<file path="src/rtl/nab_pkg.sv">
// -----------------------------------------------------------------------------
// nab_pkg
// Types and helpers shared by the network readout/vote blocks.
//   class_t        : 2-bit class index
//   NUM_CLASSES    : number of classes that the readout stage can emit
//   vote_state_t   : ACCUM/DECIDE states of the vote filter
//   clog2()        : constant ceil(log2) used to size counters
// -----------------------------------------------------------------------------
package nab_pkg;

  localparam int NUM_CLASSES = 4;

  typedef logic [1:0] class_t;

  typedef enum logic {
    ACCUM  = 1'b0,
    DECIDE = 1'b1
  } vote_state_t;

  // ceil(log2(value)); clog2(9) = 4, so a 0..8 counter fits in clog2(8+1) bits.
  function automatic int clog2(input int value);
    int result;
    result = 0;
    for (int i = 0; i < 31; i++) begin
      if ((1 << i) < value) result = i + 1;
    end
    return result;
  endfunction

endpackage : nab_pkg

</file>
<file path="src/rtl/vote_argmax.sv">
// -----------------------------------------------------------------------------
// vote_argmax
// Combinational argmax over NUM_CLASSES vote counters. On a tie the lowest
// index wins. Shared with the readout stage.
// Ports:
//   i_vote  : packed vote counters, element i is the count for class i
//   o_idx   : winning class index
//   o_count : vote count of the winning class
// -----------------------------------------------------------------------------
module vote_argmax
  import nab_pkg::*;
#(
  parameter int CW = 4
) (
  input  logic [NUM_CLASSES-1:0][CW-1:0] i_vote,
  output class_t                         o_idx,
  output logic [CW-1:0]                  o_count
);

  always_comb begin
    // NOTE: every output gets a default before the loop, so no path leaves
    // a value unassigned and no latch is inferred.
    o_idx   = '0;
    o_count = i_vote[0];
    // Strict '>' keeps the earlier (lower) index when counts are equal.
    for (int i = 1; i < NUM_CLASSES; i++) begin
      if (i_vote[i] > o_count) begin
        o_idx   = class_t'(i);
        o_count = i_vote[i];
      end
    end
  end

endmodule : vote_argmax

</file>
<file path="src/rtl/network_output_vote.sv">
// -----------------------------------------------------------------------------
// network_output_vote
// Majority-vote filter after the XADC readout. Counts per-sweep winner classes
// over WINDOW sweeps, then publishes a debounced class with a one-cycle valid.
// Optional feature macro: VOTE_HYST_EN -- when defined, a new class must win
// HOLD_WINDOWS consecutive confident windows before class_out moves.
// Ports:
//   clk            : clock, rising edge
//   rst            : asynchronous reset, active low
//   network_output : per-sweep class index, valid with sweep_strobe
//   sweep_strobe   : one-cycle sweep pulse
//   class_out      : filtered class (reset 0)
//   class_valid    : one-cycle pulse per window decision
//   class_changed  : pulse with class_valid when class_out took a new value
//   low_conf       : pulse with class_valid when winner count < MIN_VOTES
//   win_count      : winner count of the last decision, held
// -----------------------------------------------------------------------------
module network_output_vote
  import nab_pkg::*;
#(
  parameter int unsigned WINDOW       = 8,
  parameter int unsigned MIN_VOTES    = 5,
  parameter int unsigned HOLD_WINDOWS = 2
) (
  input  logic                          clk,
  input  logic                          rst,
  input  class_t                        network_output,
  input  logic                          sweep_strobe,
  output class_t                        class_out,
  output logic                          class_valid,
  output logic                          class_changed,
  output logic                          low_conf,
  output logic [clog2(WINDOW+1)-1:0]    win_count
);

  localparam int CW = clog2(WINDOW + 1);

  // Reject out-of-range configurations at elaboration.
  if (WINDOW < 2 || WINDOW > 255) begin : g_bad_window
    $error("network_output_vote: WINDOW out of range");
  end
  if (MIN_VOTES < 1 || MIN_VOTES > WINDOW) begin : g_bad_min_votes
    $error("network_output_vote: MIN_VOTES out of range");
  end
  if (HOLD_WINDOWS < 1 || HOLD_WINDOWS > 15) begin : g_bad_hold
    $error("network_output_vote: HOLD_WINDOWS out of range");
  end

  vote_state_t                   r_state;
  logic [NUM_CLASSES-1:0][CW-1:0] r_vote;
  logic [CW-1:0]                 r_sweep_cnt;
  class_t                        r_class_out;
  logic                          r_class_valid;
  logic                          r_class_changed;
  logic                          r_low_conf;
  logic [CW-1:0]                 r_win_count;

  class_t                        w_win_idx;
  logic [CW-1:0]                 w_win_cnt;
  logic                          w_has_cand;

  vote_argmax #(
    .CW (CW)
  ) u_argmax (
    .i_vote  (r_vote),
    .o_idx   (w_win_idx),
    .o_count (w_win_cnt)
  );

  assign w_has_cand = (w_win_cnt >= CW'(MIN_VOTES));

`ifdef VOTE_HYST_EN
  logic [3:0] r_agree;
  class_t     r_pending;
  logic [3:0] w_next_agree;

  // A repeat of the pending class extends the streak; anything else restarts it.
  assign w_next_agree = (w_win_idx == r_pending) ? r_agree + 4'd1 : 4'd1;
`endif

  always_ff @(posedge clk or negedge rst) begin
    if (!rst) begin
      // NOTE: the vote counters are reset along with the control state, so a
      // reset mid-window really discards the partial votes.
      r_state         <= ACCUM;
      r_vote          <= '0;
      r_sweep_cnt     <= '0;
      r_class_out     <= '0;
      r_class_valid   <= 1'b0;
      r_class_changed <= 1'b0;
      r_low_conf      <= 1'b0;
      r_win_count     <= '0;
`ifdef VOTE_HYST_EN
      r_agree         <= '0;
      r_pending       <= '0;
`endif
    end else begin
      // NOTE: non-blocking assignments throughout; later assignments in this
      // block override earlier defaults (pulses below, counter reload in DECIDE).
      r_class_valid   <= 1'b0;
      r_class_changed <= 1'b0;
      r_low_conf      <= 1'b0;

      case (r_state)
        ACCUM: begin
          if (sweep_strobe) begin
            r_vote[network_output] <= r_vote[network_output] + CW'(1);
            r_sweep_cnt            <= r_sweep_cnt + CW'(1);
            if (r_sweep_cnt == CW'(WINDOW - 1)) r_state <= DECIDE;
          end
        end

        DECIDE: begin
          r_class_valid <= 1'b1;
          r_win_count   <= w_win_cnt;
          r_low_conf    <= !w_has_cand;

          if (w_has_cand) begin
`ifdef VOTE_HYST_EN
            if (w_win_idx == r_class_out) begin
              r_agree <= '0;
            end else begin
              r_pending <= w_win_idx;
              if (w_next_agree >= 4'(HOLD_WINDOWS)) begin
                r_class_out     <= w_win_idx;
                r_class_changed <= 1'b1;
                r_agree         <= '0;
              end else begin
                r_agree <= w_next_agree;
              end
            end
`else
            r_class_out     <= w_win_idx;
            r_class_changed <= (w_win_idx != r_class_out);
`endif
          end
`ifdef VOTE_HYST_EN
          else begin
            r_agree <= '0;
          end
`endif

          // Start the next window; a strobe landing here is its first vote.
          r_vote      <= '0;
          r_sweep_cnt <= '0;
          if (sweep_strobe) begin
            r_vote[network_output] <= CW'(1);
            r_sweep_cnt            <= CW'(1);
          end
          r_state <= ACCUM;
        end

        default: r_state <= ACCUM;
      endcase
    end
  end

  assign class_out     = r_class_out;
  assign class_valid   = r_class_valid;
  assign class_changed = r_class_changed;
  assign low_conf      = r_low_conf;
  assign win_count     = r_win_count;

endmodule : network_output_vote
</file>
<file path="config.mk">
export PLATFORM = sky130hd
export DESIGN_NAME = network_output_vote
export DESIGN_NICKNAME = d
export VERILOG_FILES = /design/src/rtl/nab_pkg.sv /design/src/rtl/vote_argmax.sv /design/src/rtl/network_output_vote.sv
export SDC_FILE = /design/constraint.sdc
export NUM_CORES = 1
export LEC_CHECK = 0
export CAP_MARGIN = 20
export CORE_MARGIN = 1.5
export CORE_UTILIZATION = 40
export DETAILED_ROUTE_END_ITERATION = 12
export PLACE_DENSITY = 0.55
export SYNTH_ARGS = -nofsm -noshare
export SYNTH_HDL_FRONTEND = slang
export SYNTH_SLANG_ARGS = --single-unit
</file>
<file path="constraint.sdc">
create_clock -name clk -period 7.7 [get_ports clk]
set_input_delay 1.155 -clock clk [delete_from_list [all_inputs] [get_ports clk]]
set_output_delay 1.155 -clock clk [all_outputs]
set_load 0.02 [all_outputs]
</file>
==> implementation parameters, run 1 <==
Parameter                              Value

Outcome
  Result of the run ... finished, final reports clean

Worst setup path
  Endpoint class of the critical path ... flop
  Worst Path Arrival ... 5.28 ns
  Worst stage delay on the critical path ... 0.42 ns
  Library cell contributing the largest single delay on the critical path ... a21oi_1
  Largest fanout on the critical path ... 10
  Most frequent cell on the critical path ... ha_1
  Element type at the critical path start ... flop
  Worst Setup Path Type ... flop to flop
  Worst EP required ... 7.88 ns
  Worst path buffer plus inverter count ... 2
  CP top delay family ... compound AO/OA/AOI/OAI gates
  Sequence of cells on the critical path ... inv_1 > ha_1 > and4_2 > a21oi_4 > mux2i_1 > ha_1 > nor2b_1 > o21ai_0 > a21o_1 > mux2_2 > ha_1 > and4_1 > a21oi_1 > buf_4 > nor2_1 > a221oi_2 > o21ai_2 > mux2_4

Layout
  Layout-stage area growth over the synthesis result ... 16.93%
  Share of layout cells above drive strength 1 ... 13.27%
  Area taken by multi-input logic gates ... 0.001023 mm²
  Area used by sequential logic in the layout ... 750.7 µm²
  Final-stage net count ... 214
  Number of filler instances in the final layout ... 410
  Antenna diode count ... 0

Clocking
  CTS resizes ... 0
  Clock tree from TritonCTS ... built
  Latest clock arrival within the worst-skew pair ... 0.29 ns
  Cell at the root of the clock tree ... clkbuf_8
  Count of buffers added by post-CTS timing repair for setup ... 0
  CTS clock-pin slew for the worst setup and hold paths ... 0.07 ns
  Total clock buffers created by CTS ... 5
  Clock buffer depth ... 2
  CTS HTree Levels ... 2
  Number of clock sinks ... 30
  Hold Buf Count CTS ... 0

Routing
  Number of detailed-routing iterations run before antenna repair ... 4
  DRC ... 0
  Via count ... 1403
  Vias per inst ... 5.657
  WL per Instance ... 16.33 µm
  Antenna-violating nets left ... 0
  Final wirelength ... 4.050 mm
  Detailed Route Iter0 Violations ... 101

GRT
  Number of global-route vias before repair ... 1424
  Antenna violations before repair ... 0
  Overall global routing resource usage ... 17.79%
  First-pass GRT wire length ... 6.886 mm
  Aggregate global routing overflow ... 0
  Maximum number of pins on one net before global-route repair ... 31

Timing
  Final clock period utilization by the worst path ... 66.29%
  Final-report hold violation count ... 0
  Post-Route Setup TNS ... 0 ns
  Clock period minus worst slack ... 5.105 ns
  Number of slew-limit violations in the final report ... 0
  RSZ-0062 raised after global routing ... false
  Normalized max-slew margin ... 42.42%
  F_max ... 195.9 MHz
  Number of setup violations in the final report ... 0
  Post-Route Skew ... 0.01234 ns
  Worst Tran Pin Value ... 0.8619 ns

Synth
  Cell with the most instances after synthesis ... dfrtp_1
  Area contributors post-synth ... dfrtp_1 (41%), ha_1 (9.5%), mux2i_1 (6.5%)
  Average instance area after synthesis ... 10.15 µm²
  Distinct cell type count of the synthesized netlist ... 37
  Number of enable-type register cells in the synthesized netlist ... 0
  Flip-flop cell with the highest count after synthesis ... dfrtp_1
  Cell taking the most area after synthesis ... dfrtp_1
  Gate Count Post-Synth ... 182
  Top cell types by occurrence after synthesis ... dfrtp_1 (30), nor2_1 (25), ha_1 (14)
  Combined area of all synthesized cells ... 0.001848 mm²
  Fraction of post-synthesis cell area in the top cell type by area ... 40.62%
  Synthesized netlist net count ... 201
  Post-synth ARST share ... 100.0%
  Number of warning messages in the yosys log ... 0
  Number of synthesized register bits ... 30
  Sequential fraction of the synthesis area ... 40.62%

Floorplan
  Initial cell density of the core ... 41.87%
  Core outline area ... 0.004414 mm²
  DIE WIDTH ... 70.97 µm
  Boundary Pins ... 14
  Die outline height ... 70.97 µm
  Die Outline Area ... 0.005037 mm²
  # rows ... 24

Worst hold path
  Worst Hold Class ... flop to flop

Placed design
  Routability congestion estimate ... 0.7996
  Hpwl dp ... 3.095 mm
  Count of buffers inserted at the top-level ports ... 13

Flow run
  # Max-Cap Violations ... 0
## kinds of logic (layout without fill, tap and decap cells)
| group | count (synthesis) | after routing | share of synthesized area, % |
|---|---|---|---|
| XOR/XNOR | 5 | 5 | 2.370 |
| adder cells (fa/ha/maj) | 14 | 14 | 9.479 |
| buffers and inverters | 18 | 32 | 3.995 |
| multiplexers | 21 | 21 | 14.62 |
| AND/OR/NAND/NOR | 54 | 54 | 13.68 |
| AO/OA/AOI/OAI | 40 | 40 | 15.23 |
| flip-flops | 30 | 30 | 40.62 |
## flip-flops by register name, indices dropped and copies added, names as in the netlist
name,flops
class_valid,1
class_out,2
win_count,4
low_conf,1
r_sweep_cnt,4
r_vote,16
r_state,1
class_changed,1
## stage by stage
step                      instances  instance area (µm²)  setup slack [ns]  util, %  hold WS [ns]
after floorplan                 182                 1848             3.157        -        0.3487
after global placement          239                 2011             2.510    45.55        0.4439
after detailed placement        239                 2011             2.323    45.55        0.4550
after CTS                       247                 2153             2.314    48.78        0.4718
after global routing            248                 2161             2.246    48.95        0.4819
final                           248                 2161             2.596    48.95        0.4722
## final cells by class
type                       count  share of cell area (%)
clock inverter                 2                   2.779
timing repair buffer          15                   6.717
sequential                    30                   34.74
inverter                       9                   1.563
clock buffer                   6                   3.822
tap                           52                   3.011
multi-input combinational    134                   47.37
## final timing paths
check / to / cells past startpoint / from / slack (ns)
min in group asynchronous: r_vote[10] / 2 / rst / 1.26
max in group asynchronous: r_sweep_cnt[0] / 2 / rst / 6.16
worst max register to register: class_out[1] / 18 / r_vote[3] / 2.60
worst max-delay path: class_out[1] / 18 / r_vote[3] / 2.60
worst min register to register: r_state / 1 / r_sweep_cnt[3] / 0.47
worst min-delay path: r_state / 1 / r_sweep_cnt[3] / 0.47
## layer usage
metal	wire length [µm]	global-route usage, %	vias up
met4	56	6.289	0
met1	1802	23.04	686
met3	174	4.558	6
met5	0	0	-
li1	-	-	678
met2	2016	28.97	33
## cell usage in the layout (no fill, tap or decap), drive strengths merged, types with 2 or more instances in the layout
cell	instances
dfrtp	30
nor2	25
inv	9
and4	2
o21ai	6
a211oi	9
nand4	2
bufinv	2
buf	2
mux2i	12
mux2	5
a21oi	13
nor2b	3
a21o	4
xor2	3
clkdlybuf4s50	13
o211ai	4
xnor2	2
clkbuf	6
ha	14
o21a	2
mux4	4
nor3	5
nand2	11
Power of run 1 is not shown: default switching activity piles up to over one toggle a cycle in this logic, so the estimate is an artifact.
==> run 2, diff against run 1 <==
--- a/config.mk
+++ b/config.mk
@@ -9,7 +9,7 @@
 export CORE_MARGIN = 1.5
 export CORE_UTILIZATION = 40
 export DETAILED_ROUTE_END_ITERATION = 12
-export PLACE_DENSITY = 0.55
+export PLACE_DENSITY = 0.57
 export SYNTH_ARGS = -nofsm -noshare
 export SYNTH_HDL_FRONTEND = slang
 export SYNTH_SLANG_ARGS = --single-unit
==> constraint.sdc (replaced) <==
create_clock -name clk -period 4.5 [get_ports clk]
set_input_delay 0.675 -clock clk [delete_from_list [all_inputs] [get_ports clk]]
set_output_delay 0.675 -clock clk [all_outputs]
set_load 0.02 [all_outputs]
==> run 2 against run 1 <==
Net effect: maximum frequency grew 15%; wire length grew 14%; cell area grew 16%; critical path type unchanged; highest routed layer unchanged.
==> implementation parameters, run 2 (synthesis results as in run 1) <==
Parameter                              Value

Outcome
  Result of the run ... finished, final reports clean

Floorplan
  Die Outline Area ... 0.005037 mm²
  Boundary Pins ... 14
  Core outline area ... 0.004414 mm²
  Initial cell density of the core ... 41.87%
  Die outline height ... 70.97 µm
  # rows ... 24
  DIE WIDTH ... 70.97 µm

Placed design
  Hpwl dp ... 3.108 mm
  Count of buffers inserted at the top-level ports ... 13
  Routability congestion estimate ... 0.8404

Worst setup path
  Library cell contributing the largest single delay on the critical path ... dfrtp_1
  Largest fanout on the critical path ... 8
  Sequence of cells on the critical path ... inv_1 > ha_1 > and4_2 > a21oi_4 > mux2i_1 > ha_1 > nor2b_4 > o21ai_2 > a21o_1 > nor2_1 > a21o_1 > ha_4 > nor2b_4 > o211ai_1 > a21oi_4 > buf_6 > o211ai_1 > o221ai_2 > o21ai_2 > mux2_4
  Worst EP required ... 4.68 ns
  Element type at the critical path start ... flop
  Worst stage delay on the critical path ... 0.36 ns
  Worst setup slack for register-to-register paths ... 0.05 ns
  Worst Setup Path Type ... flop to flop
  CP top delay family ... compound AO/OA/AOI/OAI gates
  Worst Path Arrival ... 4.62 ns
  Worst path buffer plus inverter count ... 2
  Endpoint class of the critical path ... flop

GRT
  Overall global routing resource usage ... 19.29%
  Number of global-route vias before repair ... 1567
  First-pass GRT wire length ... 7.534 mm
  Maximum number of pins on one net before global-route repair ... 31
  Aggregate global routing overflow ... 0
  Antenna violations before repair ... 0

Routing
  Detailed Route Iter0 Violations ... 84
  Vias per inst ... 5.551
  DRC ... 0
  WL per Instance ... 16.72 µm
  Met3 WL post-DR ... 205 µm
  Via count ... 1532
  Final wirelength ... 4.615 mm
  Number of detailed-routing iterations run before antenna repair ... 4
  Antenna-violating nets left ... 0
  Topmost layer with routed signal wires ... met4
  Sum of met2 wire segment lengths after detailed routing ... 2.208 mm
  Wire length on met1 ... 2.115 mm

Timing
  Number of setup violations in the final report ... 0
  Number of slew-limit violations in the final report ... 0
  RSZ-0062 raised after global routing ... true
  Final clock period utilization by the worst path ... 98.88%
  Normalized max-slew margin ... 41.59%
  Final-report hold violation count ... 0
  F_max ... 224.7 MHz
  Clock period minus worst slack ... 4.450 ns
  Worst Tran Pin Value ... 0.8762 ns
  Post-Route Skew ... 0.009609 ns
  Post-Route Setup TNS ... 0 ns

Clocking
  Total clock buffers created by CTS ... 5
  CTS HTree Levels ... 2
  Latest clock arrival within the worst-skew pair ... 0.28 ns
  Number of clock sinks ... 30
  CTS clock-pin slew for the worst setup and hold paths ... 0.07 ns
  Clock tree from TritonCTS ... built
  Clock buffer depth ... 2
  Cell at the root of the clock tree ... clkbuf_8
  Hold Buf Count CTS ... 0

Layout
  Most common library cell in the layout ignoring fill and taps ... dfrtp_1
  Number of filler instances in the final layout ... 387
  Area taken by multi-input logic gates ... 0.001152 mm²
  Max FFs per register ... 16
  Final-stage net count ... 242
  Share of layout cells above drive strength 1 ... 29.91%
  Antenna diode count ... 0
  Top library cells by usage in the layout, fill and taps aside ... dfrtp_1 (30), buf_4 (28), nor2_1 (24), clkdlybuf4s50_1 (13)
  Area used by sequential logic in the layout ... 750.7 µm²
  Layout-stage area growth over the synthesis result ... 35.68%
  Largest register by flop count ... r_vote

Worst hold path
  Worst Hold Class ... flop to flop

Flow run
  # Max-Cap Violations ... 0
[run 2: cell count changes in the layout (fill, tap and decap cells not counted), sizes merged]
| cell | before | now |
|---|---|---|
| buf | 2 | 30 |
[run 2: cell type report]
class	count	share of cell area [%]
inverter	9	1.347
clock buffer	6	3.293
sequential	30	29.94
clock inverter	2	2.395
timing repair buffer	43	14.47
tap	52	2.595
multi-input combinational	134	45.96
[run 2: stage by stage]
stage / std cells / area, µm² / hold slack, ns / util, % / setup slack [ns]
final: 276 / 2507 / 0.4617 / 56.80 / 0.05045
after global routing: 276 / 2507 / 0.4690 / 56.80 / -0.1532
after CTS: 265 / 2310 / 0.4627 / 52.32 / 0.006908
after detailed placement: 253 / 2120 / 0.4526 / 48.02 / -0.2137
after global placement: 253 / 2120 / 0.4484 / 48.02 / 0.07434
after floorplan: 182 / 1852 / 0.3487 / - / 0.07596
[run 2: per-layer routing]
layer  global-route usage [%]  vias up
li1                         -      733
met1                    26.38      753
met2                    30.11       37
met3                    4.131        9
met4                    7.338        0
met5                        0        -
[run 2: what timing repair did]
action,4_1_cts,5_1_grt
gates cloned,0,0
gates resized for setup,4,21
pin swaps,2,12
setup endpoints to repair,3,5
buffers inserted,4,11
hold endpoints to repair,0,0
[run 2: final timing paths]
| check | from | endpoint | depth (start not counted) |
|---|---|---|---|
| worst max-delay path | r_vote[3] | class_out[1] | 20 |
| worst min-delay path | r_sweep_cnt[3] | r_state | 1 |
| worst max register to register | r_vote[3] | class_out[1] | 20 |
| worst min register to register | r_sweep_cnt[3] | r_state | 1 |
| max in group asynchronous | rst | r_vote[15] | 2 |
| min in group asynchronous | rst | r_vote[3] | 2 |
Power of run 2 is left out for the same reason.
==> run 3, diff against run 2 <==
--- a/config.mk
+++ b/config.mk
@@ -9,7 +9,9 @@
 export CORE_MARGIN = 1.5
 export CORE_UTILIZATION = 40
 export DETAILED_ROUTE_END_ITERATION = 12
+export GPL_TIMING_DRIVEN = 0
 export PLACE_DENSITY = 0.57
+export REMOVE_ABC_BUFFERS = 1
 export SYNTH_ARGS = -nofsm -noshare
 export SYNTH_HDL_FRONTEND = slang
 export SYNTH_SLANG_ARGS = --single-unit
==> run 3 against run 2 <==
Net effect: via count decreased by 0.46%; die area stayed put; highest routed layer unchanged; clock-buffer cell count grew 1; non-clock buffer count decreased by 3.
==> implementation parameters, run 3 (synthesis results as in run 1) <==
Parameter                              Value

Floorplan
  DIE WIDTH ... 70.97 µm
  Die Outline Area ... 0.005037 mm²
  # rows ... 24
  Boundary Pins ... 14
  Die outline height ... 70.97 µm
  Initial cell density of the core ... 41.87%
  Core outline area ... 0.004414 mm²

Flow run
  # Max-Cap Violations ... 0

Clocking
  CTS HTree Levels ... 2
  Cell at the root of the clock tree ... clkbuf_8
  Clock tree from TritonCTS ... built
  Hold Buf Count CTS ... 0
  Latest clock arrival within the worst-skew pair ... 0.28 ns
  Clock buffer depth ... 2
  Number of clock sinks ... 30
  Total clock buffers created by CTS ... 5
  CTS clock-pin slew for the worst setup and hold paths ... 0.06 ns

GRT
  Aggregate global routing overflow ... 0
  First-pass GRT wire length ... 7.465 mm
  Antenna violations before repair ... 0
  Number of global-route vias before repair ... 1504
  Maximum number of pins on one net before global-route repair ... 27
  Overall global routing resource usage ... 19.08%

Worst setup path
  Worst EP required ... 4.67 ns
  Worst Setup Path Type ... flop to flop
  Endpoint class of the critical path ... flop
  Sequence of cells on the critical path ... ha_1 > and4_2 > a21oi_4 > mux2i_2 > ha_1 > nor2b_4 > o21ai_2 > a21o_4 > nor2_2 > a21o_1 > ha_4 > nor2b_4 > o211ai_1 > a21oi_4 > nor2_2 > a221oi_4 > o21ai_4 > mux2_4
  Worst setup slack for register-to-register paths ... 0.10 ns
  Library cell contributing the largest single delay on the critical path ... dfrtp_2
  Depth of the worst register-to-register path ... 18
  Launching point of the worst reg2reg path ... r_vote[6]
  Worst r2r dst ... class_out[1]
  Element type at the critical path start ... flop
  Largest fanout on the critical path ... 8
  Worst stage delay on the critical path ... 0.44 ns
  Worst Path Arrival ... 4.57 ns

Layout
  Cell area after layout ... 0.002525 mm²
  Final-stage net count ... 239
  Max FFs per register ... 16
  Largest register by flop count ... r_vote
  Number of filler instances in the final layout ... 379
  Share of layout cells above drive strength 1 ... 33.48%
  Antenna diode count ... 0
  Most common library cell in the layout ignoring fill and taps ... dfrtp_1
  Layout-stage area growth over the synthesis result ... 36.63%
  Top library cells by usage in the layout, fill and taps aside ... dfrtp_1 (24), nor2_1 (23), buf_4 (23), clkdlybuf4s50_1 (13)

Timing
  Number of slew-limit violations in the final report ... 0
  Number of setup violations in the final report ... 0
  Worst Tran Pin Value ... 0.9303 ns
  Final-report hold violation count ... 0
  F_max ... 227.4 MHz
  Normalized max-slew margin ... 37.98%
  Clock period minus worst slack ... 4.397 ns
  Final clock period utilization by the worst path ... 97.71%
  Post-Route Skew ... 0.006327 ns

Worst hold path
  Worst hold path endpoint ... r_state
  Worst Hold Launch ... r_sweep_cnt[3]
  Worst Hold Class ... flop to flop
  Worst hold path depth ... 1

Routing
  Detailed Route Iter0 Violations ... 102
  Via count ... 1525
  Number of detailed-routing iterations run before antenna repair ... 4
  Final wirelength ... 4.857 mm
  Antenna-violating nets left ... 0
  WL per Instance ... 17.79 µm
  DRC ... 0
  Vias per inst ... 5.586

Placed design
  Placed inst area ... 0.002031 mm²
  Count of buffers inserted at the top-level ports ... 13
  Hpwl dp ... 3.213 mm
  Routability congestion estimate ... 0.7868

Outcome
  Result of the run ... finished, final reports clean
[run 3: worst max-delay path by stage]
| stage | startpoint | to | slack [ns] | cells after the start |
|---|---|---|---|---|
| 2_1_floorplan | r_vote[3] | class_out[1] | -0.28 | 17 |
| 3_3_place_gp | r_vote[1] | class_out[1] | -0.88 | 17 |
| 3_5_place_dp | r_vote[1] | class_out[1] | -0.99 | 17 |
| 4_1_cts | r_vote[5] | class_out[1] | 0.008 | 19 |
| 5_1_grt | r_vote[5] | class_out[1] | -0.08 | 19 |
| 6_report | r_vote[6] | class_out[1] | 0.10 | 18 |
[run 3: area by class of cell]
type / count / area [µm²] / area share (%)
multi-input combinational: 134 / 1212 / 48.02
sequential: 30 / 758.2 / 30.03
timing repair buffer: 40 / 364.1 / 14.42
clock buffer: 7 / 86.33 / 3.419
tap: 52 / 65.06 / 2.577
inverter: 9 / 33.78 / 1.338
clock inverter: 1 / 5.005 / 0.1982
[run 3: repair_timing]
action                                  CTS  global route
endpoints found under the hold margin     0             0
buffers inserted                         12            14
endpoints found under the setup margin    8             5
gates resized for setup                   6            36
pin swaps                                 2            11
[run 3: critical path: cells and delay by family, from the launching register on]
family | cells | cell delay (ns)
compound gates | 8 | 1.68
fa+ha+maj | 3 | 0.91
flops | 1 | 0.44
mux | 2 | 0.62
simple gates | 5 | 0.62
[run 3: per-stage QoR]
stage | setup TNS [ns] | utilization (%) | hold slack, ns | worst slack (ns) | cells
after floorplan | -0.4346 | - | 0.3794 | -0.2800 | 173
after global placement | -3.775 | 45.38 | 0.4418 | -0.8761 | 238
after detailed placement | -4.790 | 46.00 | 0.4613 | -0.9875 | 239
after CTS | 0 | 50.65 | 0.4695 | 0.007661 | 259
after global routing | -0.1400 | 57.20 | 0.4892 | -0.07817 | 273
final | 0 | 57.20 | 0.4642 | 0.1030 | 273
[run 3: layer usage]
metal	track usage (%)	up-vias	wire length, µm	part of all wire, %
met5	0	-	0	0
met4	6.918	0	78	1.6
met3	5.556	9	109	2.2
met2	29.91	17	2452	50
met1	25.25	770	2216	46
li1	-	729	-	-
Power of run 3 is left out for the same reason.
